$ cat config.mk
export PLATFORM = sky130hd
export DESIGN_NAME = move_scheduler
export DESIGN_NICKNAME = d
export VERILOG_FILES = /design/src/rtl/move_scheduler.sv
export SDC_FILE = /design/constraint.sdc
export NUM_CORES = 1
export LEC_CHECK = 0
export BUFFER_PORTS_ARGS = -buffer_cell sky130_fd_sc_hd__buf_2
export CAP_MARGIN = 20
export CORE_MARGIN = 1.5
export CORE_UTILIZATION = 30
export CTS_CLUSTER_DIAMETER = 80
export DETAILED_ROUTE_END_ITERATION = 8
export HOLD_SLACK_MARGIN = 0.06
export SYNTH_ARGS = -nofsm -noshare
export SYNTH_HDL_FRONTEND = slang
export SYNTH_SLANG_ARGS = --single-unit
$ cat constraint.sdc
create_clock -name clk -period 5 [get_ports clk]
set_input_delay 1 -clock clk [delete_from_list [all_inputs] [get_ports clk]]
set_output_delay 1 -clock clk [all_outputs]
set_load 0.005 [all_outputs]
$ cat src/rtl/move_scheduler.sv
// rtl/move_scheduler.sv - merges button/tilt requests into arbitrated one-cycle move pulses.
// Optional move counter is enabled by defining MOVE_STATS_EN.
module move_scheduler #(
  parameter int PRESCALE   = 100000,
  parameter int BTN_PERIOD = 11,
  parameter int MIN_PERIOD = 8,
  parameter int DEADZONE   = 16
) (
  input  logic        clk,
  input  logic        reset,
  input  logic        enable,
  input  logic        gameover,
  input  logic        restart,
  input  logic        btn_right,
  input  logic        btn_left,
  input  logic        btn_down,
  input  logic        btn_up,
  input  logic [8:0]  accel_x,
  input  logic [8:0]  accel_y,
  output logic [3:0]  move_pulses,
  output logic [1:0]  sched_state,
  output logic [15:0] move_count
);

  localparam int PW = $clog2(PRESCALE);

  typedef enum logic [1:0] {
    IDLE = 2'b00,
    RUN  = 2'b01,
    HALT = 2'b10
  } state_t;

  typedef struct packed {
    logic       active;
    logic       dir;
    logic [7:0] period;
  } axis_sel_t;

  // dir=1 means the positive direction of the axis (right for X, up for Y)
  function automatic axis_sel_t sel_axis(input logic b_pos, input logic b_neg,
                                         input logic [8:0] accel);
    axis_sel_t s;
    s = '0;
    if (b_pos ^ b_neg) begin
      s.active = 1'b1;
      s.dir    = b_pos;
      s.period = 8'(BTN_PERIOD);
    end else if (!b_pos && !b_neg && accel[7:0] >= 8'(DEADZONE)) begin
      s.active = 1'b1;
      s.dir    = accel[8];
      s.period = 8'(MIN_PERIOD) + ((8'd255 - accel[7:0]) >> 3);
    end
    return s;
  endfunction

  state_t          state_q, state_d;
  logic [PW-1:0]   presc_q, presc_d;
  logic            base_tick_q, base_tick_d;
  logic [1:0][7:0] cnt_q, cnt_d;
  logic [1:0]      dir_q, dir_d;
  logic [1:0]      pend_q, pend_d;
  logic [1:0]      pend_dir_q, pend_dir_d;
  logic            rr_q, rr_d;
  logic [3:0]      pulses_q, pulses_d;
  axis_sel_t [1:0] sel;
  logic [1:0]      grant;
  logic            chg;

  assign sel[0] = sel_axis(btn_right, btn_left, accel_x);
  assign sel[1] = sel_axis(btn_up, btn_down, accel_y);

  always_comb begin
    state_d = state_q;
    case (state_q)
      IDLE:    if (enable) state_d = RUN;
      RUN:     if (gameover) state_d = HALT;
               else if (!enable) state_d = IDLE;
      HALT:    if (restart && !gameover) state_d = IDLE;
      default: state_d = IDLE;
    endcase
    chg = (state_d != state_q);

    presc_d     = '0;
    base_tick_d = 1'b0;
    if (state_q == RUN && !chg) begin
      if (presc_q == PW'(PRESCALE - 1)) base_tick_d = 1'b1;
      else presc_d = presc_q + PW'(1);
    end

    grant = '0;
    rr_d  = rr_q;
    if (state_q == RUN && !chg) begin
      if (&pend_q) begin
        grant[rr_q] = 1'b1;
        rr_d        = ~rr_q;
      end else begin
        grant = pend_q;
      end
    end

    pulses_d = '0;
    if (grant[0]) pulses_d = pend_dir_q[0] ? 4'b1000 : 4'b0100;
    if (grant[1]) pulses_d = pend_dir_q[1] ? 4'b0001 : 4'b0010;

    for (int a = 0; a < 2; a++) begin
      cnt_d[a]      = cnt_q[a];
      dir_d[a]      = sel[a].dir;
      pend_d[a]     = pend_q[a];
      pend_dir_d[a] = pend_dir_q[a];
      if (grant[a] || !sel[a].active) pend_d[a] = 1'b0;
      if (!sel[a].active || sel[a].dir != dir_q[a]) begin
        cnt_d[a] = '0;
      end else if (base_tick_q) begin
        // >= lets a period shortened mid-count fire on the very next tick
        if (cnt_q[a] >= sel[a].period - 8'd1) begin
          cnt_d[a]      = '0;
          pend_d[a]     = 1'b1;
          pend_dir_d[a] = sel[a].dir;
        end else begin
          cnt_d[a] = cnt_q[a] + 8'd1;
        end
      end
    end

    if (chg) begin
      cnt_d    = '0;
      pend_d   = '0;
      pulses_d = '0;
    end
  end

  always_ff @(posedge clk or posedge reset) begin
    if (reset) begin
      state_q     <= IDLE;
      presc_q     <= '0;
      base_tick_q <= 1'b0;
      cnt_q       <= '0;
      dir_q       <= '0;
      pend_q      <= '0;
      pend_dir_q  <= '0;
      rr_q        <= 1'b0;
      pulses_q    <= '0;
    end else begin
      state_q     <= state_d;
      presc_q     <= presc_d;
      base_tick_q <= base_tick_d;
      cnt_q       <= cnt_d;
      dir_q       <= dir_d;
      pend_q      <= pend_d;
      pend_dir_q  <= pend_dir_d;
      rr_q        <= rr_d;
      pulses_q    <= pulses_d;
    end
  end

  assign move_pulses = pulses_q;
  assign sched_state = state_q;

`ifdef MOVE_STATS_EN
  logic [15:0] count_q, count_d;

  always_comb begin
    count_d = count_q + 16'(|pulses_d);
  end

  always_ff @(posedge clk or posedge reset) begin
    if (reset) count_q <= '0;
    else count_q <= count_d;
  end

  assign move_count = count_q;
`else
  assign move_count = 16'h0000;
`endif

endmodule
==> results of run 1 <==
## cell usage in the layout (no fill, tap or decap), types with 7 or more instances in the layout
cell / synthesis / routed
dfrtp_1: 47 / 47
nand2_1: 44 / 44
nor2_1: 39 / 39
nand3_1: 28 / 28
buf_2: 2 / 26
ha_1: 25 / 25
xnor2_1: 20 / 20
inv_1: 18 / 17
conb_1: 1 / 16
xor2_1: 14 / 14
a21oi_1: 12 / 12
o21ai_0: 12 / 12
nor3_1: 9 / 9
and3_1: 7 / 7
nand4_1: 7 / 7
## final cells by class
class | count | area share [%]
Clock buffer | 7 | 2.131
Multi-Input combinational cell | 293 | 53.65
Sequential cell | 47 | 32.83
Timing Repair Buffer | 29 | 4.611
Clock inverter | 1 | 0.1397
Tap cell | 136 | 4.750
Inverter | 18 | 1.886
## critical path: cells and delay by family
family | cells | cell delay (ns)
mux | 1 | 0.30
buf+inv | 2 | 0.19
compound gates | 5 | 1.15
fa+ha+maj | 3 | 0.70
simple gates | 5 | 0.99
## cells by family after synthesis
logic type / Yosys count / share of synthesized area, %
flip-flops: 47 / 36.06
XOR/XNOR: 35 / 9.628
multiplexers: 4 / 1.918
other: 1 / 0.1150
buffers and inverters: 38 / 6.751
adder cells (fa/ha/maj): 25 / 9.590
AND/OR/NAND/NOR: 161 / 24.47
AO/OA/AOI/OAI: 52 / 11.47
## where the power goes
group	switching (mW)	internal [mW]	total (mW)
clock	0.128	0.0984	0.226
sequential	0.00665	0.385	0.392
combinational	0.106	0.0626	0.168
total	0.240	0.546	0.786
## flip-flops by register name, summed over array words and instances (netlist names)
signal and flops:
sched_state 2, pend_dir_q 2, dir_q 2, cnt_q 16, rr_q 1, base_tick_q 1
move_pulses 4, presc_q 17, pend_q 2
## layer usage
layer,vias to the layer above,global-route usage [%],routed length (um)
met3,8,1.937,174
li1,1280,-,-
met1,1223,14.95,3003
met4,0,4.190,82
met2,30,20.29,2993
met5,-,0,0
## worst paths after layout
path                               startpoint  slack, ns             end
min in group asynchronous               reset       0.56      presc_q[1]
worst min-delay path            pend_dir_q[1]       0.45  move_pulses[1]
worst min register to register  pend_dir_q[1]       0.45  move_pulses[1]
worst max-delay path               accel_y[6]       0.86   pend_dir_q[1]
worst max register to register       cnt_q[2]       2.72   pend_dir_q[0]
max in group asynchronous               reset       3.99        cnt_q[6]
## stage by stage
stage | cells | setup slack (ns) | total power, mW | hold slack (ns)
detailed placement | 521 | 0.5698 | 0.5665 | 0.4462
global route | 531 | 0.6017 | 0.8330 | 0.4788
global placement | 521 | 0.6226 | 0.5614 | 0.4295
CTS | 529 | 0.8734 | 0.7947 | 0.4567
finish | 531 | 0.8620 | 0.7865 | 0.4500
floorplan | 378 | 1.057 | 0.5330 | 0.4142
==> flow_summary.json, run 1 <==
{
  "status": "finished clean",
  "post-route-drc-count": 0,
  "grt_max_degree": 48,
  "ctsRootBufferMaster": "clkbuf_8",
  "synth_area_leader_cell": "dfrtp_1",
  "multiInputGateArea_sq_um": 1922,
  "initial_utilization_pct": 31.32,
  "hold_viol": 0,
  "crit_top_cell": "ha_1",
  "clockBufferDepth": 2,
  "numCtsBuffers": 5,
  "die_h_um": 107.3,
  "tns_ns": 0,
  "critPathCaptureType": "flop",
  "die_area_sq_um": 11510,
  "relSlewSlack_pct": 51.60,
  "ys_dominant_reg_cell": "dfrtp_1",
  "postRouteAntennaNets": 0,
  "syn_to_final_growth_pct": 9.820,
  "yosysTopAreaCellShare_pct": 36.06,
  "stdcell_area_sq_um": 3582,
  "postSynthAreaPerCell_sq_um": 8.986,
  "leakage_nw": 1.607,
  "holdCritPathClass": "flop to flop",
  "drt_wl_total_mm": 6.253,
  "antenna_found_initial": 0,
  "dp_hpwl_mm": 4.714,
  "period_minus_slack_ns": 4.138,
  "portBuffers": 26,
  "drt_iter0_markers": 141,
  "clkLatencyLatePin_ns": 0.30,
  "path_cells": "buf_2 -> inv_1 -> ha_1 -> nand2b_1 -> o21ai_1 -> nor2_1 -> nor2_1 -> ha_1 -> a21oi_1 -> a21o_1 -> ha_1 -> or4_1 -> a21oi_1 -> o31ai_1 -> nand2_2 -> mux2_4",
  "power.density_nw_per_um2": 219.6,
  "required_ns": 5.19,
  "reg2reg_depth": 6,
  "peakVddDrop_mv": 0.1291,
  "finalSetupViolCount": 0,
  "cts_setup_buffers": 0,
  "synthTopCellsByCount": "47 x dfrtp_1, 44 x nand2_1, 39 x nor2_1",
  "drive_gt1_share_pct": 13.67,
  "yosys.cell_count.top_type": "dfrtp_1",
  "synth_edf_count": 0,
  "fmax_mhz": 241.7,
  "yosysWarnings": 0,
  "tightest_slew_ns": 0.7259,
  "grt_pass1_vias": 2479,
  "cts_tree": "done",
  "slowest_stage": "or4_1",
  "whs_path_depth": 1,
  "path_max_fanout": 10,
  "first_pass_iters": 4,
  "synth_cell_type_count": 49,
  "postCtsHoldBufs": 0,
  "cts.sinks": 47,
  "synth_area_leaders": "dfrtp_1 36%, ha_1 9.6%, xnor2_1 5.4%",
  "nFillCells": 1086,
  "fin_nets": 446,
  "die_w_um": 107.3,
  "worst-setup-path-type": "primary input to flop",
  "synth_seq_cells": 47,
  "fin_skew_ns": 0.008773,
  "rows": 37,
  "yosysSeqAreaShare_pct": 36.06,
  "finish.utilization_pct": 34.39,
  "critPathMaxStageDelay_ns": 0.52,
  "syn_inst": 363,
  "grt_pass1_wl_mm": 11.03,
  "synthArstFlopShare_pct": 100.0,
  "post_cts_resized": 0,
  "ios": 49,
  "synth_area_sq_um": 3262,
  "rsz0062_at_grt": "no",
  "htree_levels": 2,
  "gr-total-overflow": 0,
  "gr-usage-all-layers_pct": 11.83,
  "diodes": 0,
  "maxSlewViolCount": 0,
  "cap_violations": 0,
  "critPathLaunchType": "primary input",
  "post_drt_wl_per_cell_um": 11.78,
  "post-route-period-util_pct": 82.76,
  "core_region_area_sq_um": 10420,
  "path_clk_slew_ns": 0.08,
  "drt-vias-per-instance": 4.785,
  "vias": 2541,
  "post_dp_cell_area_sq_um": 3473,
  "gp_congestion": 0.7635,
  "seq_area_sq_um": 1176,
  "worstPathArrival_ns": 4.33
}
No activity file was read; power rests on OpenSTA's default activity.
==> inputs of run 2 (changes only) <==
==> constraint.sdc (replaced) <==
create_clock -name clk -period 3.6 [get_ports clk]
set_input_delay 0.72 -clock clk [delete_from_list [all_inputs] [get_ports clk]]
set_output_delay 0.72 -clock clk [all_outputs]
set_load 0.005 [all_outputs]
==> flow_summary.json, run 2 (synthesis gave the netlist of run 1 again) <==
{
  "htree_levels": 2,
  "cts.sinks": 47,
  "postCtsHoldBufs": 0,
  "peakVddDrop_mv": 0.1885,
  "fin_ws_ns": 0.2547,
  "drt-vias-per-instance": 4.741,
  "dp_hpwl_mm": 4.804,
  "required_ns": 3.79,
  "antenna_found_initial": 0,
  "maxSlewViolCount": 0,
  "hold_viol": 0,
  "seqPwrFrac_pct": 45.8,
  "fin_skew_ns": 0.007669,
  "place_ws_ns": -0.1083,
  "syn_to_final_growth_pct": 15.96,
  "wl_met3_um": 133,
  "largest_reg_flops": 17,
  "clkLatencyLatePin_ns": 0.30,
  "core_region_area_sq_um": 10420,
  "drive_gt1_share_pct": 19.23,
  "gr-total-overflow": 0,
  "postRouteAntennaNets": 0,
  "post-route-period-util_pct": 92.93,
  "grt_pass1_vias": 2525,
  "cap_violations": 0,
  "dp_cells": 544,
  "relSlewSlack_pct": 35.11,
  "slowest_stage": "or4_1",
  "power_mw": 1.188,
  "post_cts_resized": 0,
  "power.switching_uw": 337.1,
  "critPathTopFamily": "simple AND/OR/NAND/NOR gates",
  "final_cells": 552,
  "fmax_mhz": 298.9,
  "internal_power_uw": 850.9,
  "ctsRootBufferMaster": "clkbuf_8",
  "rsz0062_at_grt": "no",
  "vias": 2617,
  "numCtsBuffers": 5,
  "die_area_sq_um": 11510,
  "layout_common_cells": "47 x dfrtp_1, 44 x nand2_1, 39 x nor2_1",
  "grt_pass1_wl_mm": 11.09,
  "path_max_fanout": 4,
  "status": "finished clean",
  "tightest_slew_ns": 0.9675,
  "rows": 37,
  "initial_utilization_pct": 31.32,
  "path_clk_slew_ns": 0.08,
  "path_cells": "buf_2 -> inv_1 -> ha_1 -> nand2b_1 -> o21ai_2 -> nor2_1 -> nor2_1 -> ha_1 -> a311oi_1 -> a21oi_1 -> a21o_1 -> ha_1 -> or4_1 -> a21oi_2 -> o31ai_1 -> nand2_2 -> mux2_4",
  "post_drt_wl_per_cell_um": 11.44,
  "gr-usage-all-layers_pct": 11.70,
  "portBuffers": 26,
  "largest-register": "presc_q",
  "cts_setup_buffers": 0,
  "grt_max_degree": 48,
  "critPathMaxStageDelay_ns": 0.53,
  "nFillCells": 1062,
  "final_common_cell": "dfrtp_1",
  "die_w_um": 107.3,
  "worstPathArrival_ns": 3.53,
  "critPathLaunchType": "primary input",
  "worst-setup-path-type": "primary input to flop",
  "switching_share_pct": 28.37,
  "p_comb_share_pct": 22.2,
  "power_frac_clock_pct": 32.0,
  "cts_tree": "done",
  "leakage_nw": 1.722,
  "highest_layer": "met4",
  "first_pass_iters": 4,
  "power.density_nw_per_um2": 314.1,
  "tns_ns": 0,
  "drt_wl_total_mm": 6.315,
  "routed-wl-met2_mm": 3.279,
  "crit_top_cell": "ha_1",
  "gp_congestion": 0.7586,
  "drt-met1-wl_mm": 2.852,
  "finalSetupViolCount": 0,
  "critPathBufInv": 2,
  "drt_iter0_markers": 56,
  "critPathCaptureType": "flop",
  "whs_ns": 0.3419,
  "diodes": 0,
  "fin_nets": 468,
  "ios": 49,
  "die_h_um": 107.3,
  "holdCritPathClass": "primary input to asynchronous set/reset pin",
  "clockBufferDepth": 2,
  "post-route-drc-count": 0,
  "period_minus_slack_ns": 3.345
}
==> run 2: changes by cell type in the layout (fill, tap and decap cells not counted) <==
cell,change
buf_4,+22
o21ai_1,-2
o21ai_2,+2
a21oi_1,-1
a21oi_2,+1
bufinv_16,+1
clkbuf_1,-1
clkinv_2,-1
ha_1,-1
ha_2,+1
==> run 2: layout make-up <==
| class | count | area (sq um) | area share (%) |
|---|---|---|---|
| timing repair buffer | 51 | 330.3 | 8.733 |
| clock buffer | 6 | 72.57 | 1.919 |
| tap | 136 | 170.2 | 4.499 |
| multi-input combinational | 293 | 1936 | 51.17 |
| inverter | 18 | 67.56 | 1.786 |
| clock inverter | 1 | 30.03 | 0.7939 |
| sequential | 47 | 1176 | 31.09 |
==> run 2: power groups by stage <==
stage	clock network (mW)	logic, mW	registers, mW
floorplan	0	0.187	0.554
global placement	0	0.256	0.554
detailed placement	0	0.261	0.555
CTS	0.396	0.263	0.544
global route	0.413	0.298	0.546
finish	0.381	0.263	0.544
==> run 2: final timing paths <==
path                           startpoint             end  slack, ns  cells after the start
setup reg to reg           sched_state[0]        cnt_q[6]       1.42                      5
hold reg to reg             pend_dir_q[1]  move_pulses[1]       0.43                      1
hold / removal                      reset   pend_dir_q[1]       0.34                      2
setup / recovery               accel_y[6]   pend_dir_q[1]       0.25                     17
max in group asynchronous           reset        cnt_q[4]       2.79                      3
min in group clk            pend_dir_q[1]  move_pulses[1]       0.43                      1
==> run 2: routing by layer <==
metal | track usage, % | vias to the layer above
met5 | 0 | -
met4 | 2.762 | 0
met2 | 21.47 | 25
met1 | 14.00 | 1251
met3 | 2.179 | 7
li1 | - | 1334
==> run 2: metrics by stage <==
step	util (%)	instance area (sq um)
after floorplan	-	3322
after global placement	35.04	3650
after detailed placement	35.04	3650
after CTS	36.02	3752
after global routing	36.31	3782
final	36.31	3782
==> inputs of run 3 (changes only) <==
--- a/config.mk
+++ b/config.mk
@@ -8,10 +8,11 @@
 export BUFFER_PORTS_ARGS = -buffer_cell sky130_fd_sc_hd__buf_2
 export CAP_MARGIN = 20
 export CORE_MARGIN = 1.5
-export CORE_UTILIZATION = 30
+export CORE_UTILIZATION = 52
 export CTS_CLUSTER_DIAMETER = 80
 export DETAILED_ROUTE_END_ITERATION = 8
 export HOLD_SLACK_MARGIN = 0.06
+export PLACE_DENSITY = 0.77
 export SYNTH_ARGS = -nofsm -noshare
 export SYNTH_HDL_FRONTEND = slang
 export SYNTH_SLANG_ARGS = --single-unit
==> constraint.sdc (replaced) <==
create_clock -name clk -period 3 [get_ports clk]
set_input_delay 0.6 -clock clk [delete_from_list [all_inputs] [get_ports clk]]
set_output_delay 0.6 -clock clk [all_outputs]
set_load 0.005 [all_outputs]
==> flow_summary.json, run 3 (synthesis gave the netlist of run 1 again) <==
{
  "whs_ns": 0.4706,
  "tightest_slew_ns": 0.9557,
  "slowest_stage": "or4_4",
  "power.density_nw_per_um2": 344.4,
  "dp_hpwl_mm": 5.185,
  "syn_to_final_growth_pct": 29.54,
  "finish.utilization_pct": 70.53,
  "post_drt_wl_per_cell_um": 13.98,
  "hold_path_end": "move_pulses[2]",
  "critPathTopFamily": "simple AND/OR/NAND/NOR gates",
  "critPathLaunchType": "primary input",
  "critPathBufInv": 2,
  "drt_wl_total_mm": 7.202,
  "critPathCaptureType": "flop",
  "hp-start": "pend_dir_q[0]",
  "cts.sinks": 47,
  "gr-usage-all-layers_pct": 21.97,
  "required_ns": 3.19,
  "cap_violations": 0,
  "portBuffers": 26,
  "r2r-end": "pend_dir_q[0]",
  "fin_nets": 492,
  "drt-vias-per-instance": 5.462,
  "drive_gt1_share_pct": 32.95,
  "hold_viol": 0,
  "maxSlewViolCount": 0,
  "rsz0062_at_grt": "yes",
  "place_ws_ns": -0.5264,
  "fin_skew_ns": 0.009543,
  "clkLatencyLatePin_ns": 0.30,
  "cts_tree": "done",
  "core_region_area_sq_um": 5991,
  "clockBufferDepth": 2,
  "holdCritPathClass": "flop to flop",
  "fmax_mhz": 328.7,
  "largest-register": "presc_q",
  "grt_max_degree": 48,
  "numCtsBuffers": 5,
  "die_w_um": 82.20,
  "initial_utilization_pct": 54.45,
  "vias": 2813,
  "gp_congestion": 0.8629,
  "rows": 28,
  "first_pass_iters": 4,
  "status": "finished with violations",
  "violations": "negative setup slack",
  "htree_levels": 2,
  "regToRegStartpoint": "cnt_q[2]",
  "antenna_found_initial": 0,
  "layout_common_cells": "47 x dfrtp_1, 46 x buf_4, 43 x nand2_1",
  "die_area_sq_um": 6757,
  "largest_reg_flops": 17,
  "post-route-period-util_pct": 101.4,
  "grt_pass1_wl_mm": 11.43,
  "leakage_nw": 1.899,
  "worst-setup-path-type": "primary input to flop",
  "critPathMaxStageDelay_ns": 0.55,
  "final_common_cell": "dfrtp_1",
  "crit_cells": 17,
  "gr-total-overflow": 0,
  "diodes": 0,
  "post-route-drc-count": 0,
  "relSlewSlack_pct": 36.19,
  "grt_pass1_vias": 2585,
  "die_h_um": 82.20,
  "power_mw": 1.455,
  "ctsRootBufferMaster": "clkbuf_8",
  "reg2reg_depth": 6,
  "r2r_slack_ns": 0.91,
  "whs_path_depth": 1,
  "worstPathArrival_ns": 3.23,
  "ios": 49,
  "path_max_fanout": 5,
  "peakVddDrop_mv": 0.2024,
  "path_clk_slew_ns": 0.09,
  "drt_iter0_markers": 116,
  "postRouteAntennaNets": 0,
  "period_minus_slack_ns": 3.042,
  "finalSetupViolCount": 3,
  "fin_ws_ns": -0.04202,
  "path_cells": "buf_12 -> inv_12 -> ha_4 -> nand2b_4 -> o21ai_4 -> nor2_1 -> nor2_1 -> ha_2 -> a311oi_2 -> a21oi_1 -> a21o_1 -> ha_2 -> or4_4 -> a21oi_4 -> o31ai_4 -> nand2_2 -> mux2_4"
}
[run 3: cell count changes in the layout (fill, tap and decap cells not counted), moves of 4 or more]
cell	change
a21oi_1	-4
buf_2	-4
buf_4	+22
buf_6	+5
ha_1	-9
ha_4	+6
inv_1	-6
o21ai_0	-6
o21ai_1	+4
o31ai_1	-5
[run 3: per-layer routing]
metal  share of wire, %  GRT usage, %  wire length (um)  vias up
met1                 42         27.47              3017     1348
met4                2.5         7.627               179        0
li1                   -             -                 -     1379
met5                  0             0                 0        -
met2                 52         38.13              3781       68
met3                3.1         3.626               223       18
[run 3: area by class of cell]
type	instances	area, sq um
Clock buffer	5	68.82
Clock inverter	2	13.76
Fill cell	446	1765
Inverter	18	107.6
Multi-Input combinational cell	293	2218
Sequential cell	47	1176
Tap cell	75	93.84
Timing Repair Buffer	75	546.8
[run 3: where the power goes]
part           internal (mW)  leakage (nW)  switching (mW)
registers              0.642         0.652          0.0105
clock network          0.160        0.0440           0.212
logic                  0.201          1.20           0.230
total                   1.00          1.90           0.452
[run 3: through the flow]
| stage | TNS (ns) | instances | cell area [sq um] |
|---|---|---|---|
| floorplan | -0.7044 | 378 | 3511 |
| global placement | -5.944 | 498 | 3875 |
| detailed placement | -7.333 | 498 | 3875 |
| CTS | -0.02502 | 512 | 4091 |
| global route | -1.017 | 515 | 4225 |
| finish | -0.09320 | 515 | 4225 |
[run 3: how the worst max path moves through the flow]
stage / startpoint / end
after global placement: accel_y[6] / pend_dir_q[1]
after detailed placement: accel_y[6] / cnt_q[15]
after global routing: accel_y[6] / pend_dir_q[1]
after CTS: accel_y[6] / cnt_q[15]
after floorplan: accel_x[7] / pend_dir_q[0]
final: accel_y[6] / pend_dir_q[1]
[run 3: repair_timing]
action | 4_1_cts | 5_1_grt
gates resized for setup | 20 | 28
setup endpoints to repair | 13 | 19
hold buffers | 0 | 0
hold endpoints to repair | 0 | 0
pin swaps | 21 | 6
gates cloned | 0 | 0
setup buffers | 8 | 3
